**src/rtl/freq_meter_gated.sv**
```systemverilog
// Gated-window frequency meter: counts edges of an async input over GATE_CYCLES clocks,
// converts each window's count to BCD and drives a time-multiplexed 7-segment display.
module freq_meter_gated #(
  parameter int GATE_CYCLES = 1000,
  parameter int CNT_W       = 14,
  parameter int NUM_DIGITS  = 4,
  parameter int SCAN_DIV    = 256
) (
  input  logic                  clk,
  input  logic                  reset,
  input  logic                  sig,
  input  logic                  edge_mode,
  input  logic                  hold,
  output logic [CNT_W-1:0]      count_o,
  output logic                  result_valid,
  output logic                  overflow,
  output logic [6:0]            seg,
  output logic [NUM_DIGITS-1:0] dig_sel
);

  function automatic int pow10(input int n);
    int r;
    r = 1;
    for (int i = 0; i < n; i++) r = r * 10;
    return r;
  endfunction

  localparam int GATE_W  = (GATE_CYCLES > 1) ? $clog2(GATE_CYCLES) : 1;
  localparam int BCD_MIN = (CNT_W + 2) / 3;
  localparam int BCD_N   = (BCD_MIN > NUM_DIGITS) ? BCD_MIN : NUM_DIGITS;
  localparam int SH_W    = 4 * BCD_N + CNT_W;
  localparam int BIT_W   = $clog2(CNT_W + 1);
  localparam int SCAN_W  = (SCAN_DIV > 1) ? $clog2(SCAN_DIV) : 1;
  localparam int IDX_W   = (NUM_DIGITS > 1) ? $clog2(NUM_DIGITS) : 1;
  localparam logic [CNT_W-1:0] CNT_MAX = '1;
  localparam logic [31:0]      MAX_DEC = 32'(pow10(NUM_DIGITS) - 1);

  function automatic logic [6:0] seg7(input logic [3:0] d);
    logic [6:0] s;
    case (d)
      4'd0:    s = 7'h3F;
      4'd1:    s = 7'h06;
      4'd2:    s = 7'h5B;
      4'd3:    s = 7'h4F;
      4'd4:    s = 7'h66;
      4'd5:    s = 7'h6D;
      4'd6:    s = 7'h7D;
      4'd7:    s = 7'h07;
      4'd8:    s = 7'h7F;
      4'd9:    s = 7'h6F;
      default: s = 7'h00;
    endcase
    return s;
  endfunction

  // One double-dabble iteration: correct every BCD nibble, then shift the whole register left.
  function automatic logic [SH_W-1:0] dabble(input logic [SH_W-1:0] v);
    logic [SH_W-1:0] t;
    t = v;
    for (int i = 0; i < BCD_N; i++) begin
      if (t[CNT_W + 4*i +: 4] >= 4'd5) t[CNT_W + 4*i +: 4] = t[CNT_W + 4*i +: 4] + 4'd3;
    end
    return t << 1;
  endfunction

  typedef enum logic [1:0] {S_IDLE, S_SHIFT, S_DONE} state_t;

  state_t                  state_q, state_d;
  logic                    sync1_q, sync1_d, sync2_q, sync2_d, dly_q, dly_d;
  logic [GATE_W-1:0]       gate_q, gate_d;
  logic [CNT_W-1:0]        ecnt_q, ecnt_d, ecnt_inc;
  logic                    sat_q, sat_d, snap_sat_q, snap_sat_d;
  logic [CNT_W-1:0]        count_q, count_d;
  logic [BIT_W-1:0]        bit_q, bit_d;
  logic [SH_W-1:0]         sh_q, sh_d;
  logic                    result_valid_q, result_valid_d;
  logic                    overflow_q, overflow_d;
  logic [4*NUM_DIGITS-1:0] digits_q, digits_d;
  logic [SCAN_W-1:0]       scan_q, scan_d;
  logic [IDX_W-1:0]        idx_q, idx_d;
  logic [6:0]              seg_q, seg_d;
  logic [NUM_DIGITS-1:0]   dig_sel_q, dig_sel_d;
  logic                    edge_det, snap, sat_hit, win_sat, range_ovf;
  logic                    do_load, do_shift, do_done;
  logic [NUM_DIGITS-1:0]   blank;
  logic                    higher_nz;
  logic [3:0]              cur_digit;

  always_comb begin
    sync1_d  = sig;
    sync2_d  = sync1_q;
    dly_d    = sync2_q;
    edge_det = edge_mode ? (sync2_q ^ dly_q) : (sync2_q & ~dly_q);
    snap     = (gate_q == GATE_W'(GATE_CYCLES - 1));
    gate_d   = snap ? '0 : gate_q + 1'b1;
    // An edge arriving at full scale is lost; remember that the window under-counted.
    sat_hit    = edge_det & (ecnt_q == CNT_MAX);
    ecnt_inc   = (edge_det & ~sat_hit) ? ecnt_q + 1'b1 : ecnt_q;
    win_sat    = sat_q | sat_hit;
    ecnt_d     = snap ? '0 : ecnt_inc;
    sat_d      = snap ? 1'b0 : win_sat;
    count_d    = snap ? ecnt_inc : count_q;
    snap_sat_d = snap ? win_sat : snap_sat_q;
  end

  always_ff @(posedge clk) begin
    if (reset) state_q <= S_IDLE;
    else       state_q <= state_d;
  end

  always_comb begin
    state_d = state_q;
    case (state_q)
      S_IDLE:  if (snap) state_d = S_SHIFT;
      S_SHIFT: if (bit_q == BIT_W'(CNT_W - 1)) state_d = S_DONE;
      S_DONE:  state_d = S_IDLE;
      default: state_d = S_IDLE;
    endcase
  end

  always_comb begin
    do_load  = (state_q == S_IDLE) & snap;
    do_shift = (state_q == S_SHIFT);
    do_done  = (state_q == S_DONE);
  end

  always_comb begin
    bit_d = do_shift ? bit_q + 1'b1 : '0;
    sh_d  = sh_q;
    if (do_load)       sh_d = {{(4*BCD_N){1'b0}}, ecnt_inc};
    else if (do_shift) sh_d = dabble(sh_q);
    // Range check uses the full binary count, before surplus BCD digits are dropped.
    range_ovf      = snap_sat_q | (32'(count_q) > MAX_DEC);
    result_valid_d = do_done;
    overflow_d     = do_done ? range_ovf : overflow_q;
    digits_d       = digits_q;
    if (do_done && !hold) begin
      digits_d = range_ovf ? {NUM_DIGITS{4'h9}} : sh_q[CNT_W +: 4*NUM_DIGITS];
    end
  end

  always_comb begin
    scan_d = scan_q + 1'b1;
    idx_d  = idx_q;
    if (scan_q == SCAN_W'(SCAN_DIV - 1)) begin
      scan_d = '0;
      idx_d  = (idx_q == IDX_W'(NUM_DIGITS - 1)) ? '0 : idx_q + 1'b1;
    end
    // Blank a digit when it and everything above it is zero; the units digit always shows.
    blank     = '0;
    higher_nz = 1'b0;
    for (int i = NUM_DIGITS - 1; i >= 0; i--) begin
      higher_nz = higher_nz | (digits_q[4*i +: 4] != 4'd0);
      blank[i]  = (i != 0) && !higher_nz;
    end
    cur_digit = digits_q[{idx_q, 2'b00} +: 4];
    seg_d     = blank[idx_q] ? 7'h00 : seg7(cur_digit);
    dig_sel_d = NUM_DIGITS'(1) << idx_q;
  end

  always_ff @(posedge clk) begin
    if (reset) begin
      sync1_q        <= 1'b0;
      sync2_q        <= 1'b0;
      dly_q          <= 1'b0;
      gate_q         <= '0;
      ecnt_q         <= '0;
      sat_q          <= 1'b0;
      snap_sat_q     <= 1'b0;
      count_q        <= '0;
      bit_q          <= '0;
      sh_q           <= '0;
      result_valid_q <= 1'b0;
      overflow_q     <= 1'b0;
      digits_q       <= '0;
      scan_q         <= '0;
      idx_q          <= '0;
      seg_q          <= 7'h3F;
      dig_sel_q      <= NUM_DIGITS'(1);
    end else begin
      sync1_q        <= sync1_d;
      sync2_q        <= sync2_d;
      dly_q          <= dly_d;
      gate_q         <= gate_d;
      ecnt_q         <= ecnt_d;
      sat_q          <= sat_d;
      snap_sat_q     <= snap_sat_d;
      count_q        <= count_d;
      bit_q          <= bit_d;
      sh_q           <= sh_d;
      result_valid_q <= result_valid_d;
      overflow_q     <= overflow_d;
      digits_q       <= digits_d;
      scan_q         <= scan_d;
      idx_q          <= idx_d;
      seg_q          <= seg_d;
      dig_sel_q      <= dig_sel_d;
    end
  end

  assign count_o      = count_q;
  assign result_valid = result_valid_q;
  assign overflow     = overflow_q;
  assign seg          = seg_q;
  assign dig_sel      = dig_sel_q;

endmodule

```
**config.mk**
```make
export PLATFORM = sky130hd
export DESIGN_NAME = freq_meter_gated
export DESIGN_NICKNAME = d
export VERILOG_FILES = /design/src/rtl/freq_meter_gated.sv
export SDC_FILE = /design/constraint.sdc
export NUM_CORES = 1
export LEC_CHECK = 0
export ABC_AREA = 1
export CAP_MARGIN = 25
export CORE_UTILIZATION = 35
export CTS_BUF_LIST = sky130_fd_sc_hd__clkbuf_2
export CTS_CLUSTER_SIZE = 14
export DETAILED_ROUTE_END_ITERATION = 10
export PLACE_DENSITY = 0.61
export SLEW_MARGIN = 20
export SYNTH_ARGS = -nofsm -noshare
export SYNTH_HDL_FRONTEND = slang
export SYNTH_SLANG_ARGS = --single-unit
```
**constraint.sdc**
```tcl
create_clock -name clk -period 2.8 [get_ports clk]
set_input_delay 0.84 -clock clk [delete_from_list [all_inputs] [get_ports clk]]
set_output_delay 0.84 -clock clk [all_outputs]
set_load 0.02 [all_outputs]
```
==> results.py <==
metrics = {
    "critical_path": {
        "crit_required_ps": 1960,
        "slowest_delay_ps": 640,
        "rr_endpoint": "seg[4]$_SDFF_PP1_",
        "critPathLaunchType": "flop",
        "cp-end-kind": "primary output",
        "rrSetupSlack_ps": 780,
        "r2r-start": "idx_q[0]$_SDFFE_PP0P_",
        "cp_slowest_cell": "clkdlybuf4s50_1",
        "cp_top_family": "buffers and inverters",
        "crit_arrival_ps": 1800,
        "critical_path_class": "reg2out",
        "critPathBufInv": 1,
        "crit_fanout": 3,
        "r2r_cells": 10,
        "cp.depth": 1,
        "crit_chain": "clkdlybuf4s50_1",
    },
    "timing": {
        "slew_headroom_pct": 61.4,
        "rsz0062_at_grt": "false",
        "finalHoldViolations": 0,
        "tns_ps": 0,
        "slew_violations": 0,
        "setup_ws_ps": 161,
        "skew_ps": 32.2,
        "finalSetupViolCount": 0,
        "worst_pin_slew_ps": 578,
        "timing.fmax_ghz": 0.379,
        "fin_crit_ps": 2640,
        "finalCritPeriodShare_pct": 94.2,
    },
    "routing": {
        "drcViolationCount": 0,
        "wl_per_cell_um": 11.6,
        "via_per_inst": 4.68,
        "num_vias": 4802,
        "antenna_left": 0,
        "drt_wl_total_um": 11900,
        "dr.pass1.iters": 4,
        "drtIter0Drc": 172,
    },
    "finish": {
        "nNetsFinal": 830,
        "layout.area.seq_um2": 2360,
        "fillers": 1656,
        "area_delta_synth_final_pct": 11.8,
        "layout-drive-gt1-share_pct": 9.20,
        "multi_input_area_um2": 2700,
        "final_util_pct": 40.7,
        "design_area_um2": 6270,
    },
    "yosys": {
        "synthFlopType": "dfxtp_1",
        "synth-async-reset-ratio_pct": 0,
        "synth_common_cells": "164 x nand2_1, 118 x dfxtp_1, 98 x inv_1",
        "synth_seq_cells": 118,
        "yosys.area.top_type_share_pct": 42.1,
        "syn_area_per_cell_um2": 7.28,
        "syn_inst": 770,
        "synthTopCellsByArea": "dfxtp_1 42%, nand2_1 11%, inv_1 6.6%",
        "synth_edf_count": 0,
        "yosys.area.top_type": "dfxtp_1",
        "synth_cell_type_count": 38,
        "netlist_area_um2": 5610,
        "synth_most_common_cell": "nand2_1",
        "syn-num-nets": 797,
        "ys_seq_area_share_pct": 42.1,
        "yosysWarnings": 0,
    },
    "floorplanning": {
        "start_util_pct": 36.4,
        "io_pins": 32,
        "core_area_um2": 15400,
        "rows": 45,
        "die_height_um": 129,
        "die-width_um": 129,
        "dieArea_um2": 16500,
    },
    "clocking": {
        "cts_buffer_depth": 2,
        "clkLatencyLatePin_ps": 700,
        "ctsHtreeMaxLevel": 4,
        "cts_resized": 0,
        "clk_pin_slew_ps": 180,
        "postCtsSetupBuffers": 0,
        "cts_tree": "done",
        "cts_root_buffer": "clkbuf_2",
        "cts_buffers": 17,
        "cts.sinks": 118,
        "ctsHoldBuffers": 0,
    },
    "placed_design": {
        "hpwl_um": 8270,
        "gp_congestion": 0.798,
        "postPlaceCellArea_um2": 6100,
        "dp_slack_ps": 250,
        "portBuffers": 31,
    },
    "global_routing": {
        "grt_max_degree": 33,
        "grt_pass1_vias": 4455,
        "grt.total_usage_pct": 15.6,
        "antenna_found_initial": 1,
        "overflow": 0,
        "grt_pass1_wl_um": 20400,
    },
    "min_path": {
        "min_to": "dly_d$_SDFF_PP0_",
        "min_path_type": "reg2reg",
        "hp-start": "sync1_q$_SDFF_PP0_",
        "whs_path_depth": 2,
    },
    "power": {
        "p_int_uw": 2030,
        "power_uw": 2680,
        "power_frac_comb_pct": 2.9,
        "p_sw_share_pct": 24.4,
        "pwr-share-clk_pct": 33.7,
        "power.leakage_uw": 0.00253,
        "vdd_drop_max_v": 0.000197,
        "seqPwrFrac_pct": 63.4,
        "p_per_area_nw_per_um2": 428,
        "switchingPower_uw": 655,
    },
    "status": {
        "status": "finished clean",
    },
    "run": {
        "max_cap_viol_count": 0,
    },
}
==> power groups by stage <==
stage / Combinational [µW] / Clock (µW) / Sequential (µW)
after floorplan: 52.6 / 0 / 1740
after global placement: 79.4 / 0 / 1740
after detailed placement: 79.5 / 0 / 1740
after CTS: 80.2 / 948 / 1700
after global routing: 89.3 / 1020 / 1700
final: 78.7 / 904 / 1700
==> cells in the final DEF (no fill, tap or decap), types with 18 or more instances in the layout <==
cell type	netlist	layout
nand3_1	70	70
a21oi_1	66	66
nand2_1	164	164
inv_1	98	98
clkdlybuf4s50_1	0	31
o21ai_1	18	18
clkbuf_2	0	22
o21ai_0	41	41
ha_1	22	22
nor2_1	66	66
dfxtp_1	118	118
==> per-stage QoR <==
step           hold slack, ps  std cells
6_report                  414       1027
5_1_grt                   408       1027
4_1_cts                   416       1026
3_5_place_dp              413        995
3_3_place_gp              410        995
2_1_floorplan             388        770
==> kinds of logic after synthesis <==
group | synth area share, %
fa+ha+maj | 4.91
compound gates | 13.2
buf+inv | 9.84
xor+xnor | 1.87
simple gates | 28.0
flops | 42.1
==> flip-flops by register name, summed over array words and instances, names as in the netlist <==
register and cells:
gate_q 10, sh_q 30, result_valid 1, scan_q 8
state_q 2, count_o 14, sat_q 1, seg 7
idx_q 2, overflow 1, bit_q 4, ecnt_q 14
sync1_q 1, dly_q 1, digits_q 16, dly_d 1
snap_sat_q 1, dig_sel 4
==> cell type report <==
type	instances	share of cell area [%]
multi-input combinational	520	43.0
sequential	118	37.7
clock buffer	22	1.76
timing repair buffer	39	5.90
antenna	1	0.0399
clock inverter	9	0.977
inverter	107	6.48
tap	211	4.21
==> worst max-delay path by stage <==
stage	start	endpoint	slack [ps]
after floorplan	edge_mode	sh_q[13]$_SDFFE_PP0P_	1070
after global placement	edge_mode	sh_q[8]$_SDFFE_PP0P_	290
after detailed placement	edge_mode	sh_q[10]$_SDFFE_PP0P_	250
after CTS	count_o[13]$_SDFFE_PP0N_	count_o[13]	110
after global routing	count_o[13]$_SDFFE_PP0N_	count_o[13]	90
final	count_o[13]$_SDFFE_PP0N_	count_o[13]	160
==> layer usage <==
metal	global-route usage, %	wire length (µm)	vias up
met5	0	0	-
met2	24.3	5090	74
met4	6.85	234	0
met1	20.6	6040	2156
met3	3.87	533	22
li1	-	-	2550
Power figures use the tool's default switching activity.
